==> src/rtl/spi_dac_pkg.sv <==
// spi_dac_pkg: shared frame constants and FSM state encoding for the SPI DAC transmitter.
package spi_dac_pkg;
    localparam int         SAMPLE_W       = 12;
    localparam int         FRAME_W        = 16;
    localparam logic [3:0] CONFIG_DEFAULT = 4'b0011;
    localparam logic [4:0] LAST_BIT       = 5'(FRAME_W);
    typedef enum logic [2:0] {IDLE, SETUP, SCK_HI, SCK_LO, HOLD, LATCH, GAP} state_t;
endpackage

==> src/rtl/spi_phase_timer.sv <==
// spi_phase_timer: counts 0..HALF-1 and ticks on the last phase; restarts on i_start.
module spi_phase_timer #(
    parameter int HALF = 5
) (
    input  logic clk,
    input  logic resetn,
    input  logic i_start,
    output logic o_tick
);
    localparam int            PW   = HALF > 1 ? $clog2(HALF) : 1;
    localparam logic [PW-1:0] LAST = PW'(HALF - 1);
    logic [PW-1:0] r_phase;
    always_ff @(posedge clk or negedge resetn)
        if (!resetn)
            r_phase <= '0;
        else
            r_phase <= (i_start || r_phase == LAST) ? '0 : r_phase + 1'b1;
    assign o_tick = r_phase == LAST;
endmodule

==> src/rtl/spi_dac_tx.sv <==
// spi_dac_tx: takes 12b samples over valid/ready and shifts each out as a 16b SPI mode-0
// DAC frame (config nibble + data, MSB first), followed by an LDAC latch pulse.
module spi_dac_tx
    import spi_dac_pkg::*;
#(
    parameter int         SAMPLE_WIDTH = SAMPLE_W,
    parameter int         HALF         = 5,
    parameter logic [3:0] CONFIG       = CONFIG_DEFAULT
) (
    input  logic                    clk,
    input  logic                    resetn,
    input  logic [SAMPLE_WIDTH-1:0] i_data,
    input  logic                    i_valid,
    output logic                    o_ready,
    output logic                    o_busy,
    output logic                    o_csn,
    output logic                    o_sck,
    output logic                    o_mosi,
    output logic                    o_ldacn
);
    localparam int FW = 4 + SAMPLE_WIDTH;
    state_t          r_state, w_state;
    logic [FW-1:0]   r_sr, w_sr;
    logic [4:0]      r_cnt, w_cnt;
    logic            r_csn, w_csn, r_sck, w_sck, r_mosi, w_mosi;
    logic            r_ldacn, w_ldacn, r_ready, w_ready, r_busy, w_busy;
    logic            w_accept, w_tick;
    assign w_accept = i_valid && r_ready;
    spi_phase_timer #(.HALF(HALF)) u_timer (
        .clk     (clk),
        .resetn  (resetn),
        .i_start (w_accept),
        .o_tick  (w_tick)
    );
    always_ff @(posedge clk or negedge resetn)
        if (!resetn) begin
            r_state <= IDLE;
            r_sr    <= '0;
            r_cnt   <= '0;
            r_csn   <= 1'b1;
            r_sck   <= 1'b0;
            r_mosi  <= 1'b0;
            r_ldacn <= 1'b1;
            r_ready <= 1'b0;
            r_busy  <= 1'b0;
        end else begin
            r_state <= w_state;
            r_sr    <= w_sr;
            r_cnt   <= w_cnt;
            r_csn   <= w_csn;
            r_sck   <= w_sck;
            r_mosi  <= w_mosi;
            r_ldacn <= w_ldacn;
            r_ready <= w_ready;
            r_busy  <= w_busy;
        end
    // Next values of every pin are computed here so the pins themselves come straight from flops.
    always_comb begin
        w_state = r_state;
        w_sr    = r_sr;
        w_cnt   = r_cnt;
        w_csn   = r_csn;
        w_sck   = r_sck;
        w_mosi  = r_mosi;
        w_ldacn = r_ldacn;
        w_ready = r_ready;
        w_busy  = r_busy;
        case (r_state)
            IDLE: begin
                w_ready = 1'b1;
                w_busy  = 1'b0;
                if (w_accept) begin
                    w_state = SETUP;
                    w_sr    = {CONFIG, i_data};
                    w_cnt   = '0;
                    w_csn   = 1'b0;
                    w_mosi  = CONFIG[3];
                    w_ready = 1'b0;
                    w_busy  = 1'b1;
                end
            end
            SETUP, SCK_LO:
                if (w_tick) begin
                    w_state = SCK_HI;
                    w_sck   = 1'b1;
                    w_cnt   = r_cnt + 5'd1;
                end
            SCK_HI:
                if (w_tick) begin
                    w_sck   = 1'b0;
                    w_state = (r_cnt == LAST_BIT) ? HOLD : SCK_LO;
                    if (r_cnt != LAST_BIT) begin
                        w_sr   = {r_sr[FW-2:0], 1'b0};
                        w_mosi = r_sr[FW-2];
                    end
                end
            HOLD:
                if (w_tick) begin
                    w_state = LATCH;
                    w_csn   = 1'b1;
                    w_ldacn = 1'b0;
                end
            LATCH:
                if (w_tick) begin
                    w_state = GAP;
                    w_ldacn = 1'b1;
                    w_mosi  = 1'b0;
                end
            GAP:
                if (w_tick) begin
                    w_state = IDLE;
                    w_ready = 1'b1;
                    w_busy  = 1'b0;
                end
            default: w_state = IDLE;
        endcase
    end
    assign o_ready = r_ready;
    assign o_busy  = r_busy;
    assign o_csn   = r_csn;
    assign o_sck   = r_sck;
    assign o_mosi  = r_mosi;
    assign o_ldacn = r_ldacn;
endmodule

==> config.mk <==
export PLATFORM = sky130hd
export DESIGN_NAME = spi_dac_tx
export DESIGN_NICKNAME = d
export VERILOG_FILES = /design/src/rtl/spi_dac_pkg.sv /design/src/rtl/spi_phase_timer.sv /design/src/rtl/spi_dac_tx.sv
export SDC_FILE = /design/constraint.sdc
export NUM_CORES = 1
export LEC_CHECK = 0
export BUFFER_PORTS_ARGS = -buffer_cell sky130_fd_sc_hd__buf_2
export CAP_MARGIN = 0
export CORE_MARGIN = 5
export CORE_UTILIZATION = 50
export CTS_CLUSTER_SIZE = 24
export DETAILED_ROUTE_END_ITERATION = 8
export PLACE_DENSITY = 0.7
export SYNTH_ARGS = -nofsm -noshare
export SYNTH_HDL_FRONTEND = slang
export SYNTH_SLANG_ARGS = --single-unit
==> constraint.sdc <==
create_clock -name clk -period 1.8 [get_ports clk]
set_clock_uncertainty 0.1 [all_clocks]
set_input_delay 0.36 -clock clk [delete_from_list [all_inputs] [get_ports clk]]
set_output_delay 0.36 -clock clk [all_outputs]
set_load 0.03 [all_outputs]
==> impl_metrics.yaml, run 1 <==
synth:
  synth_seq_cells: 32
  synth.yosys.seq_area_share: 0.478
  synth_fp_nets: 180
  yosys_warnings: 0
  postSynthCellCount: 161
  synth_area_um2: 1680
  synth.avg_cell_area_um2: 10.4
  yosys.cell_types.count: 37
grt:
  grt_start_max_net_pins: 33
  globalRouteOverflowTotal: 0
  grt_usage: 0.171
  grt_first_pass_wirelength_um: 5940
  antenna_found_initial: 0
  number_of_global_route_vias_before_repair: 1421
worst_hold_path:
  min-delay-path-class: "primary input to flip-flop"
layout:
  layout_filler_cell_count: 291
  drive_above_1_share: 0.288
  finalCoreUtilization: 0.579
  area_growth_pct: 13.2
  finish.net_count: 209
  num_antenna_cells: 0
  finalInstanceArea_um2: 1900
status:
  result_of_the_run: "complete, no violations"
clock_tree:
  tritoncts: "yes"
  clock_sink_count: 32
  cts_buffers: 5
  clock_path_buffers: 2
  clock_insertion_delay_at_the_later_pin_of_the_skew_report_ns: 0.33
  clk_transition_reported_paths_ns: 0.10
  htreeDepth: 2
  clock_tree.root_cell: "clkbuf_4"
drt:
  drt_first_pass_iters: 4
  initialDrtViolationCount: 99
  route.detailed.wl_per_inst_um: 14.7
  remaining_drc_errors: 0
  route.detailed.vias_per_inst: 5.62
  total_via_count_after_detailed_routing: 1331
  finalWirelength_um: 3490
  drtAntennaViolNets: 0
power:
  ir_drop_v: 0.000411
  p_total_uw: 1140
  power_leakage_uw: 0.000972
  power_per_cell_area_nw_per_um2: 600
job:
  max_cap_viol_count: 0
timing:
  period_share: 0.942
  tightest_slew_ns: 0.700
  final-max-slew-violation-count: 0
  setup_tns_ns: 0
  rsz_0062_raised_after_global_routing: "false"
  setup_viol: 0
  timing.slew.headroom: 0.534
  fmax_mhz: 590
  finalCriticalPeriod_ns: 1.70
  finalHoldViolations: 0
place:
  port-buffer-count: 20
  detailedPlacementHpwl_um: 2450
  gpl.final_weighted_congestion: 0.820
  placedInstanceArea_um2: 1820
setup_path:
  crit_required_ns: 1.93
  startpoint_type: "flip-flop"
  timing.critical_path.arrival_ns: 1.82
  critical_path_peak_fanout: 11
  worstSetupEndpointType: "flip-flop"
  setup.worst_path.class: "flip-flop to flip-flop"
floorplan:
  dieArea_um2: 4620
  placement_rows: 21
  start_util: 0.511
  core-area_um2: 3280
  die_height_um: 68.0
  floorplan.io_pins: 21
  die_w_um: 68.0
layer usage:
| metal | global-route usage | vias to the layer above | share of wire |
|---|---|---|---|
| li1 | - | 636 | - |
| met1 | 0.179 | 651 | 0.42 |
| met2 | 0.306 | 35 | 0.51 |
| met3 | 0.0575 | 9 | 0.051 |
| met4 | 0.0769 | 0 | 0.021 |
| met5 | 0 | - | 0 |
cells in the mapped netlist, drive strengths merged:
cell type | instances | area share
dfrtp | 30 | 0.45
a21oi | 28 | 0.11
mux2i | 15 | 0.089
nand2 | 15 | 0.034
o21ai | 11 | 0.039
nor2 | 10 | 0.022
inv | 7 | 0.016
buf | 5 | 0.037
ha | 4 | 0.030
and3 | 3 | 0.011
clkbuf | 3 | 0.0067
nand4 | 3 | 0.011
o22a | 3 | 0.017
a21o | 2 | 0.0089
and2 | 2 | 0.0089
dfstp | 2 | 0.031
nand3b | 2 | 0.0089
nor3 | 2 | 0.0060
o22ai | 2 | 0.0075
a22o | 1 | 0.0052
a22oi | 1 | 0.0045
a31oi | 1 | 0.0037
a32o | 1 | 0.0060
and4bb | 1 | 0.0097
nand2b | 1 | 0.0037
nand3 | 1 | 0.0030
nand4bb | 1 | 0.0067
o221ai | 1 | 0.0052
o2bb2ai | 1 | 0.0052
o31ai | 1 | 0.0045
o41ai | 1 | 0.0052
registers in the layout, indices dropped and copies added, names as in the netlist:
signal	flops
r_state	3
u_timer.r_phase	3
o_sck	1
o_mosi	1
o_csn	1
r_cnt	5
o_ready	1
o_ldacn	1
r_sr	15
o_busy	1
what timing repair did:
action,in CTS,in global routing
resized for setup,0,3
hold endpoints to repair,24,0
hold buffers,1,0
setup endpoints to repair,0,5
buffers inserted,0,0
kinds of logic (layout without fill, tap and decap cells):
family	count (synthesis)	count (layout)	synth area share
compound gates	54	54	0.218
fa+ha+maj	4	4	0.0298
buf+inv	15	44	0.0589
flops	32	32	0.478
mux	15	15	0.0894
simple gates	41	42	0.125
final timing paths:
path,startpoint,end,slack (ns),cells past startpoint
worst min-delay path,i_valid,u_timer.r_phase[2],0.11,2
worst max-delay path,r_cnt[1],r_sr[9],0.10,7
worst max register to register,r_cnt[1],r_sr[9],0.10,7
max in group asynchronous,resetn,r_cnt[1],0.60,2
worst min register to register,o_csn,o_csn,0.39,2
min in group asynchronous,resetn,o_ready,0.51,2
critical path, stage by stage (launching register included):
cell	delay [ns]
dfrtp_2	0.45
inv_1	0.07
ha_1	0.17
and4bb_4	0.28
o21ai_4	0.08
buf_4	0.20
a21oi_1	0.20
a21oi_2	0.05
layout make-up:
class	count	area, um^2	area share
flip-flops and latches	32	805	0.423
multi-input cells	115	792	0.417
repair buffers	29	170	0.0895
well taps	46	57.6	0.0303
clock buffers	7	45.0	0.0237
inverters	7	26.3	0.0138
clock inverters	1	5.00	0.00263
power breakdown:
group / total (uW) / leakage, uW / switching [uW] / internal [uW]
sequential: 719 / 0.000409 / 0 / 719
combinational: 30.6 / 0.000534 / 18.0 / 12.6
clock: 390 / 0.0000293 / 238 / 152
total: 1140 / 0.000972 / 256 / 883
cells in the final DEF, fill, tap and decap left out, types with 3 or more instances in the layout:
| cell type | synthesis | routed |
|---|---|---|
| and3_1 | 3 | 3 |
| a21oi_2 | 10 | 10 |
| clkbuf_4 | 0 | 5 |
| mux2i_1 | 15 | 15 |
| dfrtp_1 | 30 | 29 |
| nand2_1 | 15 | 15 |
| ha_1 | 4 | 4 |
| nand4_1 | 3 | 3 |
| a21oi_1 | 18 | 18 |
| nor2_1 | 10 | 9 |
| buf_2 | 0 | 20 |
| inv_1 | 7 | 7 |
| o21ai_0 | 10 | 10 |
| buf_4 | 1 | 8 |
stage by stage:
step           cells  setup slack, ns  hold slack (ns)
3_3_place_gp     227            0.170            0.341
3_5_place_dp     227            0.114            0.346
6_report         237            0.104            0.114
5_1_grt          237          0.00305            0.114
2_1_floorplan    161            0.178          -0.0356
4_1_cts          236           0.0767            0.110
Power figures use the tool's default switching activity.
==> run 2: changes to the inputs <==
CAP_MARGIN = 20   (was 0)
CORE_ASPECT_RATIO = 1.4   (was default)
==> run 2 against run 1 <==
Non-clock buffer count grew 1. Global-route usage grew 0.68 points. Hold slack gained 0.061 ns. Count of clock-buffer cells in the layout grew 1.
==> impl_metrics.yaml, run 2 (same netlist as run 1, synthesis figures left out) <==
drt:
  remaining_drc_errors: 0
  initialDrtViolationCount: 40
  drtAntennaViolNets: 0
  route.detailed.vias_per_inst: 5.61
  finalWirelength_um: 3530
  drt_first_pass_iters: 4
  route.detailed.wl_per_inst_um: 15.3
  total_via_count_after_detailed_routing: 1296
setup_path:
  worst_setup_path_startpoint: "r_cnt[1]"
  crit_required_ns: 1.92
  startpoint_type: "flip-flop"
  setup.worst_path.class: "flip-flop to flip-flop"
  regToRegEndpoint: "r_sr[12]"
  worstSetupEndpoint: "r_sr[12]"
  ff2ff_path_depth: 6
  critical_path_peak_fanout: 13
  worstSetupEndpointType: "flip-flop"
  timing.critical_path.arrival_ns: 1.83
  reg2reg_setup_slack_ns: 0.09
  rr_startpoint: "r_cnt[1]"
layout:
  drive_above_1_share: 0.272
  final_common_cell: "dfrtp_1"
  largestRegisters: "r_sr (15), r_cnt (5)"
  layout_filler_cell_count: 315
  finish.net_count: 209
  finalInstanceArea_um2: 1940
  num_antenna_cells: 0
  largest_reg_flops: 15
  layout.cells.most_common_list: "dfrtp_1, buf_2, a21oi_1"
  area_growth_pct: 15.4
  largest_register: "r_sr"
timing:
  rsz_0062_raised_after_global_routing: "false"
  finalHoldViolations: 0
  setup_tns_ns: 0
  worst_hold_slack_ns: 0.175
  tightest_slew_ns: 0.433
  period_share: 0.949
  finalCriticalPeriod_ns: 1.71
  timing.slew.headroom: 0.712
  fmax_mhz: 586
  setup_viol: 0
  final-max-slew-violation-count: 0
worst_hold_path:
  worst_hold_startpoint: "i_valid"
  min-delay-path-class: "primary input to flip-flop"
clock_tree:
  clock_tree.root_cell: "clkbuf_8"
  cts_buffers: 5
  clk_transition_reported_paths_ns: 0.07
  htreeDepth: 2
  tritoncts: "yes"
  cts_repair_resize_count: 0
  clock_path_buffers: 2
  clock_sink_count: 32
  clock_insertion_delay_at_the_later_pin_of_the_skew_report_ns: 0.28
grt:
  grt_start_max_net_pins: 22
  globalRouteOverflowTotal: 0
  antenna_found_initial: 0
  number_of_global_route_vias_before_repair: 1307
  grt_first_pass_wirelength_um: 6270
  grt_usage: 0.177
floorplan:
  core-area_um2: 3320
  die_height_um: 78.6
  start_util: 0.506
  floorplan.io_pins: 21
  placement_rows: 25
  dieArea_um2: 4630
  die_w_um: 59.0
power:
  power_per_cell_area_nw_per_um2: 682
  power_leakage_uw: 0.000995
  ir_drop_v: 0.000779
place:
  placedInstanceArea_um2: 1840
  port-buffer-count: 20
  detailedPlacementHpwl_um: 2590
  gpl.final_weighted_congestion: 0.781
status:
  result_of_the_run: "complete, no violations"
job:
  max_cap_viol_count: 0
run 2: final cells by class:
class,instances,area (um^2),share of cell area
inverters,7,26.3,0.0136
clock buffers,8,90.1,0.0465
repair buffers,30,190,0.0982
well taps,40,50.0,0.0258
flip-flops and latches,32,803,0.415
multi-input cells,114,777,0.401
run 2: repair_timing:
| action | CTS | global route |
|---|---|---|
| setup buffers | 0 | 0 |
| hold buffers | 1 | 0 |
| hold endpoints to repair | 15 | 0 |
run 2: worst min path at each step:
stage | cells after the start | end
2_1_floorplan | 0 | o_busy
3_3_place_gp | 1 | o_ready
3_5_place_dp | 1 | o_busy
4_1_cts | 2 | u_timer.r_phase[2]
5_1_grt | 2 | u_timer.r_phase[2]
6_report | 2 | u_timer.r_phase[2]
run 2: per-stage QoR:
step | setup WS (ns) | std cells | util | power [uW]
3_5_place_dp | 0.117 | 222 | 0.554 | 769
2_1_floorplan | 0.178 | 161 | - | 733
3_3_place_gp | 0.187 | 222 | 0.554 | 767
5_1_grt | 0.000264 | 231 | 0.584 | 1370
6_report | 0.0921 | 231 | 0.584 | 1320
4_1_cts | 0.0887 | 231 | 0.584 | 1340
run 2: critical path, cell delays in order (launching register included):
cell,delay [ns]
dfrtp_1,0.41
inv_1,0.06
ha_1,0.19
and4bb_4,0.22
o21ai_4,0.18
and2_4,0.30
o22a_2,0.18
run 2: layer usage:
metal | up-vias | global-route usage | part of all wire
li1 | 634 | - | -
met5 | - | 0 | 0
met3 | 6 | 0.0428 | 0.036
met4 | 0 | 0.0748 | 0.017
met1 | 635 | 0.211 | 0.41
met2 | 21 | 0.298 | 0.54
run 2: power breakdown:
part           total, uW  switching (uW)  internal [uW]
Combinational       36.4            19.5           16.9
Clock                564             253            311
Sequential           719               0            719
Total               1320             272           1050
==> run 3: changes to the inputs <==
RECOVER_POWER = 100   (was default)
SYNTH_HIERARCHICAL = 1   (was default)
==> run 3 against run 2 <==
The flow now finishes with violations (setup timing). Sequential share of layout area decreased by 3.4 points. First-iteration DRC count decreased by 57%. Clock power increased by 20%. Combinational power increased to 37 times the previous value. Synthesized area decreased by 0.37%. Register-to-register slack got worse by 0.20 ns. Core utilization increased by 5.2 points. Total power increased by 150%. Wire length decreased by 1.9%. Global-route usage decreased by 0.12 points. Design area increased by 8.8%. Non-clock buffer count increased by 13. Critical endpoint is now r_sr[6]. Largest cell class is now multi-input gates. Highest routed layer unchanged.
==> impl_metrics.yaml, run 3 <==
place:
  placedCellCount: 214
  gpl.final_weighted_congestion: 0.738
  placement.setup.worst_slack_ns: -0.169
  placedInstanceArea_um2: 1930
  detailedPlacementHpwl_um: 2410
  port-buffer-count: 20
drt:
  finalWirelength_um: 3470
  total_via_count_after_detailed_routing: 1215
  remaining_drc_errors: 0
  drtAntennaViolNets: 0
  route.detailed.vias_per_inst: 5.38
  drt_first_pass_iters: 4
  initialDrtViolationCount: 17
  route.detailed.wl_per_inst_um: 15.3
status:
  result_of_the_run: "finished, violations left"
  failing_checks: "setup timing"
layout:
  layout.cells.most_common_list: "dfrtp_1, buf_4, buf_2"
  largestRegisters: "r_sr (15), r_cnt (5)"
  largest_register: "r_sr"
  area_growth_pct: 26.0
  layout_filler_cell_count: 288
  drive_above_1_share: 0.457
  final_common_cell: "dfrtp_1"
  finalInstanceArea_um2: 2110
  finish.net_count: 204
  num_antenna_cells: 0
  number_of_cells_in_the_finished_layout_apart_from_fillers: 226
  largest_reg_flops: 15
setup_path:
  startpoint_type: "flip-flop"
  critical_path_peak_fanout: 7
  reg2reg_setup_slack_ns: -0.11
  worstSetupEndpoint: "r_sr[6]"
  worstSetupEndpointType: "flip-flop"
  regToRegEndpoint: "r_sr[6]"
  crit_required_ns: 1.86
  rr_startpoint: "u_timer/r_phase[1]"
  ff2ff_path_depth: 9
  timing.critical_path.arrival_ns: 1.97
  setup.worst_path.class: "flip-flop to flip-flop"
  worst_setup_path_startpoint: "u_timer/r_phase[1]"
grt:
  antenna_found_initial: 0
  number_of_global_route_vias_before_repair: 1255
  grt_first_pass_wirelength_um: 6060
  grt_usage: 0.176
  grt_start_max_net_pins: 33
  globalRouteOverflowTotal: 0
synth:
  synth.avg_cell_area_um2: 11.7
  yosys.cell_types.count: 39
  synth_async_sr_flop_share: 1.00
  synth.yosys.seq_area_share: 0.480
  synth_top_cell_area_share: 0.449
  synth_edf_count: 0
  synth_seq_cells: 32
  synthMostInstantiatedCell: "dfrtp_1"
  synth.largest_area_cell: "dfrtp_1"
  netlist_top_cells_area: "dfrtp_1, mux2_2, mux2_4, dfstp_2, ha_1"
  synth.cells.most_frequent: "dfrtp_1, mux2_2, nand2_1"
  yosys_warnings: 6
  synth_area_um2: 1670
  synth_ff_type: "dfrtp_1"
  synth_fp_nets: 162
  postSynthCellCount: 143
timing:
  setup_viol: 13
  rsz_0062_raised_after_global_routing: "true"
  setup_tns_ns: -1.10
  timing.slew.headroom: 0.476
  finalHoldViolations: 0
  fmax_mhz: 523
  final-max-slew-violation-count: 0
  finalCriticalPeriod_ns: 1.91
  period_share: 1.06
  fin_worst_setup_slack_ns: -0.111
  tightest_slew_ns: 0.786
clock_tree:
  tritoncts: "yes"
  cts_buffers: 5
  clock_sink_count: 32
  clock_tree.root_cell: "clkbuf_8"
  ctsHoldBuffers: 0
  clk_transition_reported_paths_ns: 0.07
  clock_insertion_delay_at_the_later_pin_of_the_skew_report_ns: 0.29
  clock_path_buffers: 2
  htreeDepth: 2
floorplan:
  die_height_um: 78.4
  start_util: 0.505
  dieArea_um2: 4620
  floorplan.io_pins: 21
  core-area_um2: 3320
  placement_rows: 25
  die_w_um: 58.9
worst_hold_path:
  min-delay-path-class: "primary input to async pin"
job:
  max_cap_viol_count: 0
power:
  power_per_cell_area_nw_per_um2: 1560
  power_leakage_uw: 0.000934
  ir_drop_v: 0.000958
  p_total_uw: 3290
run 3: changes by cell type after synthesis, sizes merged, moves of 4 or more:
cell,before,now
mux2,0,23
mux2i,15,0
nand2,15,11
a21oi,28,5
o21ai,11,7
run 3: layout make-up:
type | count | area, um^2 | area share
Timing Repair Buffer | 43 | 302 | 0.143
Tap cell | 40 | 50.0 | 0.0237
Sequential cell | 32 | 803 | 0.381
Inverter | 7 | 26.3 | 0.0125
Multi-Input combinational cell | 96 | 820 | 0.389
Clock inverter | 2 | 35.0 | 0.0166
Clock buffer | 6 | 72.6 | 0.0344
run 3: worst max-delay path, cell delays in order (launching register included):
cell and delay, ns:
dfrtp_1 0.38, inv_1 0.06, ha_2 0.17, and2_4 0.14
nand2_2 0.06, o22a_4 0.21, nor3_4 0.11, buf_6 0.14
buf_12 0.13, mux2_4 0.30
run 3: cell families after synthesis:
kind of cell / synth area share
XOR/XNOR: 0.0157
multiplexers: 0.173
AND/OR/NAND/NOR: 0.148
buffers and inverters: 0.0501
AO/OA/AOI/OAI: 0.103
adder cells (fa/ha/maj): 0.0299
flip-flops: 0.480
run 3: metal layers:
metal | part of all wire | track usage | vias to the layer above | wire, um
met2 | 0.55 | 0.309 | 21 | 1910
met5 | 0 | 0 | - | 0
met1 | 0.39 | 0.192 | 596 | 1360
met3 | 0.038 | 0.0477 | 7 | 130
li1 | - | - | 591 | -
met4 | 0.020 | 0.0794 | 0 | 68
run 3: through the flow:
step,util,hold slack (ns)
2_1_floorplan,-,-0.0356
3_3_place_gp,0.581,0.330
3_5_place_dp,0.581,0.346
4_1_cts,0.632,0.0330
5_1_grt,0.636,0.102
6_report,0.636,0.0379
run 3: how the worst min path moves through the flow:
stage	depth (start not counted)	to	from	slack, ns
detailed placement	1	o_sck	resetn	0.35
floorplan	0	o_busy	resetn	-0.04
global placement	1	o_busy	resetn	0.33
CTS	1	o_sck	resetn	0.03
finish	1	u_timer/r_phase[2]	resetn	0.04
global route	1	o_busy	resetn	0.10
run 3: where the power goes:
group	total, uW	internal, uW	switching, uW
sequential	1250	1040	218
clock	676	410	266
combinational	1350	753	602
total	3290	2200	1090
run 3: what timing repair did:
item,CTS,global route
resized for setup,7,4
pin swaps,2,1
cloned,1,0
endpoints found under the hold margin,0,0
setup endpoints to repair,13,21
setup buffers,2,1
